File: config.mk
export PLATFORM = sky130hd
export DESIGN_NAME = alu_exec
export DESIGN_NICKNAME = d
export VERILOG_FILES = /design/src/rtl/alu_exec.sv
export SDC_FILE = /design/constraint.sdc
export NUM_CORES = 1
export LEC_CHECK = 0
export CORE_UTILIZATION = 53
export DETAILED_ROUTE_END_ITERATION = 10
export DONT_BUFFER_PORTS = 1
export HOLD_SLACK_MARGIN = 0.12
export PLACE_DENSITY_LB_ADDON = 0.15
export RECOVER_POWER = 100
export SETUP_SLACK_MARGIN = 0.2
export SLEW_MARGIN = 20
export SYNTH_ARGS = -nofsm -noshare
export SYNTH_HDL_FRONTEND = slang
export SYNTH_SLANG_ARGS = --single-unit
File: constraint.sdc
create_clock -name clk -period 5.7 [get_ports clk]
set_input_delay 0.855 -clock clk [delete_from_list [all_inputs] [get_ports clk]]
set_output_delay 0.855 -clock clk [all_outputs]
set_load 0.03 [all_outputs]
File: src/rtl/alu_exec.sv
`default_nettype none
// ============================================================================
//  Module   : alu_exec
//  Purpose  : Multi-cycle execute unit. Single-cycle add/sub/compare/logic,
//             iterative one-bit-per-cycle shifts, valid/ready on both sides.
//  Revision : 1.0 - initial release
// ============================================================================
module alu_exec #(
  // Operand/result width; the 5-bit shift amount ties this to 32.
  parameter int DATA_WIDTH = 32
) (
  input  logic                  clk,
  input  logic                  rst_n,
  input  logic                  in_valid,
  output logic                  in_ready,
  input  logic [3:0]            in_alu_op,
  input  logic                  in_regwrite,
  input  logic [DATA_WIDTH-1:0] in_rs1,
  input  logic [DATA_WIDTH-1:0] in_rs2,
  input  logic [4:0]            in_rd,
  output logic                  out_valid,
  input  logic                  out_ready,
  output logic [DATA_WIDTH-1:0] out_result,
  output logic [4:0]            out_rd,
  output logic                  out_regwrite,
  output logic                  busy
);

  localparam logic [1:0] ST_IDLE  = 2'd0;
  localparam logic [1:0] ST_SHIFT = 2'd1;
  localparam logic [1:0] ST_DONE  = 2'd2;

  localparam logic [3:0] OP_ADD  = 4'b0000;
  localparam logic [3:0] OP_SUB  = 4'b0001;
  localparam logic [3:0] OP_SLL  = 4'b0010;
  localparam logic [3:0] OP_SLT  = 4'b0011;
  localparam logic [3:0] OP_SLTU = 4'b0100;
  localparam logic [3:0] OP_XOR  = 4'b0101;
  localparam logic [3:0] OP_SRL  = 4'b0110;
  localparam logic [3:0] OP_SRA  = 4'b0111;
  localparam logic [3:0] OP_OR   = 4'b1000;
  localparam logic [3:0] OP_AND  = 4'b1001;

  // State and datapath registers. res_q doubles as the shift register so the
  // partial shift value and the final result share one set of flops.
  logic [1:0]            state_q, state_d;
  logic [3:0]            op_q, op_d;
  logic [DATA_WIDTH-1:0] res_q, res_d;
  logic [4:0]            cnt_q, cnt_d;
  logic [4:0]            rd_q, rd_d;
  logic                  rw_q, rw_d;

  logic [DATA_WIDTH-1:0] alu_res;
  logic                  op_is_shift;
  logic                  op_is_valid;
  logic [4:0]            shamt;

  assign shamt       = in_rs2[4:0];
  assign op_is_shift = (in_alu_op == OP_SLL) || (in_alu_op == OP_SRL) ||
                       (in_alu_op == OP_SRA);
  assign op_is_valid = (in_alu_op <= OP_AND);

  // Single-cycle result; shifts only ever reach here with shamt 0, so they
  // pass operand A through unchanged and no barrel shifter is built.
  always_comb begin
    alu_res = '0;
    case (in_alu_op)
      OP_ADD:  alu_res = in_rs1 + in_rs2;
      OP_SUB:  alu_res = in_rs1 - in_rs2;
      OP_SLT:  alu_res = {{(DATA_WIDTH-1){1'b0}}, ($signed(in_rs1) < $signed(in_rs2))};
      OP_SLTU: alu_res = {{(DATA_WIDTH-1){1'b0}}, (in_rs1 < in_rs2)};
      OP_XOR:  alu_res = in_rs1 ^ in_rs2;
      OP_OR:   alu_res = in_rs1 | in_rs2;
      OP_AND:  alu_res = in_rs1 & in_rs2;
      OP_SLL, OP_SRL, OP_SRA: alu_res = in_rs1;
      default: alu_res = '0;
    endcase
  end

  // Next-state logic: accept in IDLE, step the shifter, hold DONE until taken.
  always_comb begin
    state_d = state_q;
    op_d    = op_q;
    res_d   = res_q;
    cnt_d   = cnt_q;
    rd_d    = rd_q;
    rw_d    = rw_q;
    case (state_q)
      ST_IDLE: begin
        if (in_valid) begin
          op_d = in_alu_op;
          rd_d = in_rd;
          rw_d = in_regwrite && op_is_valid;
          if (op_is_shift && (shamt != 5'd0)) begin
            res_d   = in_rs1;
            cnt_d   = shamt;
            state_d = ST_SHIFT;
          end else begin
            res_d   = alu_res;
            state_d = ST_DONE;
          end
        end
      end
      ST_SHIFT: begin
        case (op_q)
          OP_SLL:  res_d = {res_q[DATA_WIDTH-2:0], 1'b0};
          OP_SRL:  res_d = {1'b0, res_q[DATA_WIDTH-1:1]};
          default: res_d = {res_q[DATA_WIDTH-1], res_q[DATA_WIDTH-1:1]};
        endcase
        cnt_d = cnt_q - 5'd1;
        // A count of 1 means this cycle performs the final shift.
        if (cnt_q == 5'd1) begin
          state_d = ST_DONE;
        end
      end
      ST_DONE: begin
        if (out_ready) begin
          state_d = ST_IDLE;
        end
      end
      default: state_d = ST_IDLE;
    endcase
  end

  // State register; reset aborts any operation in flight.
  always_ff @(posedge clk or negedge rst_n) begin
    if (!rst_n) begin
      state_q <= ST_IDLE;
      op_q    <= 4'd0;
      res_q   <= '0;
      cnt_q   <= 5'd0;
      rd_q    <= 5'd0;
      rw_q    <= 1'b0;
    end else begin
      state_q <= state_d;
      op_q    <= op_d;
      res_q   <= res_d;
      cnt_q   <= cnt_d;
      rd_q    <= rd_d;
      rw_q    <= rw_d;
    end
  end

  // Handshake flags are pure functions of state.
  assign in_ready     = (state_q == ST_IDLE);
  assign out_valid    = (state_q == ST_DONE);
  assign busy         = (state_q != ST_IDLE);
  assign out_result   = res_q;
  assign out_rd       = rd_q;
  assign out_regwrite = rw_q;

endmodule
`default_nettype wire

==> results of run 1 <==
-- layer usage --
metal / global-route usage [%] / vias to the layer above / part of all wire, %
met5: 0 / - / 0
met4: 9.18 / 0 / 2.0
met3: 6.85 / 39 / 12
met2: 49.8 / 501 / 41
met1: 51.1 / 4190 / 45
li1: - / 4116 / -
-- synthesized netlist by cell type (all sizes together) (5+ instances only) --
cell type,n,area (um2)
a22oi,15,118
o2111ai,9,78.8
a21oi,110,569
mux2i,15,150
nand2b,17,106
buf,19,96.3
o21ai,78,390
inv,104,390
o31ai,22,179
xnor2,5,43.8
o21a,7,52.6
o22ai,8,50.1
nor4,7,43.8
a2111oi,6,65.1
a21o,11,82.6
a311oi,6,58.8
dfrtp,49,1230
ha,105,1310
clkbuf,54,203
a221o,8,80.1
o211ai,20,160
a211oi,20,160
or3,6,37.5
o221ai,10,87.6
o21bai,9,67.6
nand3,37,185
a31oi,32,221
nor2,114,428
nand2,142,533
nand4,10,62.6
a221oi,15,138
nor3,30,150
nor2b,9,56.3
and3,5,31.3
-- layout make-up --
cell class	instances	area (um2)	share of cell area, %
inverter	104	390	4.73
timing repair buffer	15	105	1.27
multi-input combinational	941	6180	74.8
clock inverter	1	5.00	0.0606
sequential	49	1230	14.8
tap	184	230	2.79
clock buffer	5	125	1.51
-- registers in the layout, indices dropped and copies added, names as in the netlist --
name / count
out_result: 32
state_q: 2
cnt_q: 5
out_regwrite: 1
op_q: 4
out_rd: 5
-- logic make-up after synthesis --
| logic type | count (synthesis) | synth area share, % |
|---|---|---|
| AO/OA/AOI/OAI | 414 | 34.9 |
| XOR/XNOR | 8 | 0.865 |
| buffers and inverters | 177 | 8.51 |
| multiplexers | 15 | 1.85 |
| AND/OR/NAND/NOR | 397 | 22.0 |
| adder cells (fa/ha/maj) | 107 | 16.7 |
| flip-flops | 49 | 15.1 |
-- power groups by stage --
| stage | registers [mW] | clock network (mW) | logic, mW |
|---|---|---|---|
| floorplan | 0.930 | 0 | 0.954 |
| global placement | 1.01 | 0 | 1.23 |
| detailed placement | 1.01 | 0 | 1.24 |
| CTS | 1.01 | 0.282 | 1.24 |
| global route | 1.04 | 0.293 | 1.39 |
| finish | 1.02 | 0.280 | 1.27 |
-- worst max-delay path by stage --
stage,start,endpoint,slack (ns),depth (start not counted)
floorplan,in_rs1[0],out_result[28],2.50,11
global placement,in_rs1[0],out_result[28],1.92,13
detailed placement,in_rs1[0],out_result[28],1.94,13
CTS,in_rs1[0],out_result[28],2.22,13
global route,state_q[1],out_result[31],1.35,6
finish,in_rs1[11],out_result[31],1.43,10
-- per-stage QoR --
step	setup WS (ns)	area, um2	util (%)	std cells
after floorplan	2.50	8100	-	1167
final	1.43	8260	56.2	1299
after CTS	2.22	8300	56.5	1299
after detailed placement	1.94	8170	55.6	1293
after global routing	1.35	8260	56.2	1299
after global placement	1.92	8170	55.6	1293
-- layout by cell type, fill, tap and decap left out, types with 7 or more instances in the layout --
master,synthesis,routed
a221o_1,8,8
o22ai_1,8,8
a21o_1,11,11
nand2_1,142,142
buf_4,2,13
o21a_1,7,7
ha_1,105,105
nand3_1,37,37
a221oi_1,14,14
inv_1,101,101
mux2i_1,15,15
a21oi_1,107,107
o211ai_1,18,18
nor2_1,114,112
o2111ai_1,9,9
o21ai_0,73,76
nand4_1,10,10
o221ai_1,10,10
dfrtp_1,49,49
nor2b_1,9,8
a31oi_1,30,30
o31ai_1,21,21
o21bai_1,9,9
nor3_1,30,29
nand2b_1,17,17
a22oi_1,14,14
a211oi_1,18,19
nor4_1,7,7
==> results by group, run 1 <==
Outcome
  – Status: finished, violations left
  – Failing checks: DRC, capacitance limit, slew limit

Power
  – Sequential share of power: 39.5%
  – Internal: 1.12 mW
  – VDD IR max: 0.297 mV
  – Power share of the combinational group: 49.6%
  – Power Total: 2.57 mW
  – Power density cells: 311 nW/um2
  – Leakage: 3.63 nW
  – Sw Ratio: 56.4%
  – P_sw: 1.45 mW
  – Clock power share: 10.9%

GRT
  – Initial antenna violation count: 0
  – GRT overflow: 0
  – Via count of the first global-routing pass: 7768
  – Gr usage total: 34.3%
  – Pin count of the biggest net entering global routing: 50
  – First-pass GRT wire length: 42800 um

STA
  – Post-layout min period: 4.27 ns
  – Worst Max-Slew Pin Slew: 2.37 ns
  – Finish-stage setup viols: 0
  – Skew final: 0.00523 ns
  – Slew headroom: -57.7%
  – Setup TNS: 0 ns
  – Final hold violation count: 0
  – RSZ-0062 raised after global routing: false
  – Fmax: 0.234 GHz
  – Fin. max-slew vios: 77
  – Fin crit share: 75.0%
  – Min Hold Slack: 0.253 ns

CTS
  – Worst-Skew Late Latency: 0.29 ns
  – # resized after CTS: 0
  – Root Driver: clkbuf_16
  – CTS Hold Bufs: 0
  – Clock buffer depth: 2
  – CTS clk-pin slew, worst paths: 0.06 ns
  – CTS tree: yes
  – # clock sinks: 49
  – Num CTS Buffers: 5
  – Post-CTS Repair Setup Buffers: 0
  – H-Tree Level Count: 2

Route
  – DR vias/cell: 6.81
  – WL/cell: 21.4 um
  – Initial DRC count: 1057
  – Routed vias: 8846
  – Final wirelength: 27900 um
  – Initial DRT Pass Iterations: 10
  – DRC Markers: 12
  – Final ANT Viol Nets: 0

Cells and area
  – Fillers: 1501
  – Layout cells sized above 1: 4.04%
  – Nets: 1301
  – N_diodes: 0
  – Area delta synth->final: 2.01%

Setup path
  – Reg2reg setup slack: 1.57 ns
  – Slowest CP cell: a2111oi_0
  – Max incr delay on CP: 1.14 ns
  – Crit path DAT: 4.43 ns
  – Crit-path cells: inv_1 -> ha_1 -> inv_1 -> a21oi_1 -> o31ai_1 -> a2111oi_2 -> a2111oi_0 -> a311oi_1 -> xnor2_1 -> o311ai_0
  – Crit start category: primary input
  – RR Endpoint: out_result[31]
  – Worst path most repeated cell: inv_1
  – Reg2Reg Depth: 6
  – CP Class: in2reg
  – WP buf/inv: 2
  – CP Max Fanout: 13
  – CP Capture Type: flop
  – Cell family with most CP delay: compound AO/OA/AOI/OAI gates
  – Worst r2r src: state_q[1]
  – Data required, critical path: 5.86 ns

Placed design
  – Routability cong.: 1.00
  – PortBufs: 0
  – Hpwl dp: 21300 um

Synthesis
  – Cell count after synthesis: 1167
  – Yosys warns: 0
  – Mapped cell area: 8100 um2
  – Top_reg_cell synth: dfrtp_1
  – Sequential area share after synthesis: 15.1%
  – Syn nets: 1352
  – Synthesized area per cell: 6.94 um2
  – Distinct cells, synth: 83
  – Yosys reg bits: 49
  – Ys async rst share: 100%
  – EDFF count, synth: 0

Hold path
  – Hold WC Path Type: in2async

Floorplan
  – Die span in x: 126 um
  – Io pins: 119
  – Row count: 44
  – CORE AREA: 14700 um2
  – Initial Util: 55.1%
  – Die height: 126 um
  – Die ar.: 15800 um2

Run
  – Total of max-cap violations: 3
Power figures use the tool's default switching activity.
==> run 2: changes to the inputs <==
- clock period: 5.7 -> 4.4 ns (I/O delays scaled with it)
==> results by group, run 2 (same netlist as run 1, synthesis figures left out) <==
Setup path
  – CP Class: in2reg
  – Slowest CP cell: a311oi_1
  – Crit-path cells: inv_1 -> ha_1 -> inv_1 -> fa_1 -> nor2b_1 -> o21ai_0 -> and3_1 -> o211ai_1 -> a311oi_1 -> o21ai_0 -> a311oi_1 -> nand4b_1 -> nand3_1
  – Cell family with most CP delay: compound AO/OA/AOI/OAI gates
  – Max incr delay on CP: 0.58 ns (-0.56 ns)
  – WP buf/inv: 2 (unchanged)
  – CP Max Fanout: 4 (-9)
  – CP Capture Type: flop
  – Crit path DAT: 3.98 ns (-0.45 ns)
  – Crit start category: primary input
  – Data required, critical path: 4.56 ns (-1.30 ns)

STA
  – Fin. max-slew vios: 50 (-35%)
  – Fin crit share: 86.9%
  – Post-layout min period: 3.82 ns
  – Fmax: 0.262 GHz
  – Final hold violation count: 0 (unchanged)
  – Setup TNS: 0 ns (unchanged)
  – Slew headroom: -71.8% (-14 points)
  – Skew final: 0.00487 ns (-0.000363 ns)
  – RSZ-0062 raised after global routing: false
  – Worst Max-Slew Pin Slew: 2.58 ns (+0.212 ns)
  – Finish-stage setup viols: 0 (unchanged)

Power
  – Internal: 1.45 mW (+29%)
  – VDD IR max: 0.288 mV (-3.0%)
  – Power density cells: 402 nW/um2 (+29%)
  – Clock power share: 10.8% (about the same)
  – Leakage: 3.64 nW (about the same)
  – Sequential share of power: 39.6% (about the same)
  – Sw Ratio: 56.4% (about the same)
  – Power share of the combinational group: 49.6% (about the same)
  – P_sw: 1.87 mW (+29%)

Cells and area
  – Commonest cells after routing, fill and taps aside: nand2_1 (142), nor2_1 (112), a21oi_1 (107)
  – Area delta synth->final: 2.15%
  – Commonest non-fill, non-tap cell in the layout: nand2_1
  – Layout cells sized above 1: 3.94% (-0.10 points)
  – Final instance area: 8270 um2 (+0.14%)
  – Nets: 1304 (+0.23%)
  – Max reg flops: 32 (unchanged)

Route
  – Final wirelength: 28000 um (+0.61%)
  – Initial DRT Pass Iterations: 9 (-1)
  – Routed vias: 8822 (-0.27%)
  – WL/cell: 21.5 um (+0.23%)
  – Initial DRC count: 925 (-12%)
  – DRC Markers: 24 (+12)
  – Final ANT Viol Nets: 0 (unchanged)
  – DR vias/cell: 6.77 (-0.65%)

GRT
  – Gr usage total: 35.1% (+0.71 points)
  – Pin count of the biggest net entering global routing: 50 (unchanged)
  – Initial antenna violation count: 2 (+2)
  – Via count of the first global-routing pass: 7889 (+1.6%)
  – First-pass GRT wire length: 43800 um (+2.4%)
  – GRT overflow: 0 (unchanged)

Outcome
  – Failing checks: DRC, capacitance limit, slew limit
  – Status: finished, violations left

Placed design
  – Routability cong.: 0.987 (-1.4%)
  – Post-DP Area: 8180 um2 (+0.18%)
  – Hpwl dp: 21500 um (+1.2%)
  – PortBufs: 0 (unchanged)

Floorplan
  – Initial Util: 55.1% (unchanged)
  – Die span in x: 126 um (unchanged)
  – Die ar.: 15800 um2 (unchanged)
  – Io pins: 119 (unchanged)
  – CORE AREA: 14700 um2 (unchanged)
  – Die height: 126 um (unchanged)
  – Row count: 44 (unchanged)

CTS
  – Worst-Skew Late Latency: 0.29 ns (about the same)
  – H-Tree Level Count: 2 (unchanged)
  – CTS tree: yes
  – CTS clk-pin slew, worst paths: 0.06 ns (about the same)
  – Root Driver: clkbuf_16
  – Num CTS Buffers: 5 (unchanged)
  – Clock buffer depth: 2 (unchanged)
  – # clock sinks: 49 (unchanged)
  – Post-CTS Repair Setup Buffers: 0 (unchanged)

Run
  – Total of max-cap violations: 1 (-2)

Hold path
  – Hold WC Path Type: reg2reg
==> run 2: cell count changes in the layout (fill, tap and decap cells not counted) <==
cell,previous run,this run
a211oi_2,1,0
a2111oi_0,5,3
o211ai_2,2,1
a2111oi_2,1,2
buf_4,13,14
a31oi_2,1,0
a31oi_1,30,31
a2111oi_1,0,1
a211oi_1,19,20
clkbuf_1,2,4
diode_2,0,2
o211ai_1,18,19
==> run 2: tightest hold or removal path, stage by stage, from the launching register on <==
cell and delay (ns):
dfrtp_1 0.34, nand2_1 0.05, nand2_1 0.05
==> run 2: final timing paths <==
kind	startpoint	to	slack (ns)	cells after the start
hold reg to reg	op_q[0]	op_q[0]	0.48	2
max in group asynchronous	rst_n	out_result[13]	1.76	1
min in group asynchronous	rst_n	out_result[6]	1.17	1
setup reg to reg	state_q[1]	out_result[21]	0.97	6
setup / recovery	in_rs1[0]	out_result[28]	0.58	13
hold / removal	op_q[0]	op_q[0]	0.48	2
==> run 2: repair_timing <==
action,4_1_cts,5_1_grt
endpoints found under the hold margin,49,0
hold buffers,1,0
resized for setup,0,0
==> run 2: power by group through the flow <==
stage,clock (mW),sequential (mW),combinational [mW]
floorplan,0,1.21,1.24
global placement,0,1.31,1.59
detailed placement,0,1.32,1.61
CTS,0.365,1.31,1.63
global route,0.379,1.35,1.82
finish,0.360,1.32,1.65
==> run 2: metal layers <==
layer / GRT usage (%) / wire, um / vias up
met5: 0 / 0 / -
met4: 8.90 / 629 / 0
met1: 49.9 / 12200 / 4123
li1: - / - / 4127
met3: 11.0 / 3700 / 57
met2: 50.8 / 11500 / 515
==> run 2: metrics by stage <==
stage	power (mW)	setup WS [ns]	util [%]	cells	hold WS, ns
2_1_floorplan	2.44	1.40	-	1167	0.364
3_3_place_gp	2.91	0.856	55.7	1295	0.365
3_5_place_dp	2.93	0.856	55.7	1295	0.365
4_1_cts	3.30	1.14	56.7	1302	0.227
5_1_grt	3.54	0.469	56.2	1302	0.483
6_report	3.32	0.577	56.3	1304	0.478
==> run 2: area by class of cell <==
type,instances,area [um2]
multi-input cells,941,6170
well taps,184,230
clock inverters,1,5.00
flip-flops and latches,49,1230
clock buffers,5,125
fillers,1458,6430
diodes,2,5.00
inverters,104,390
repair buffers,18,120
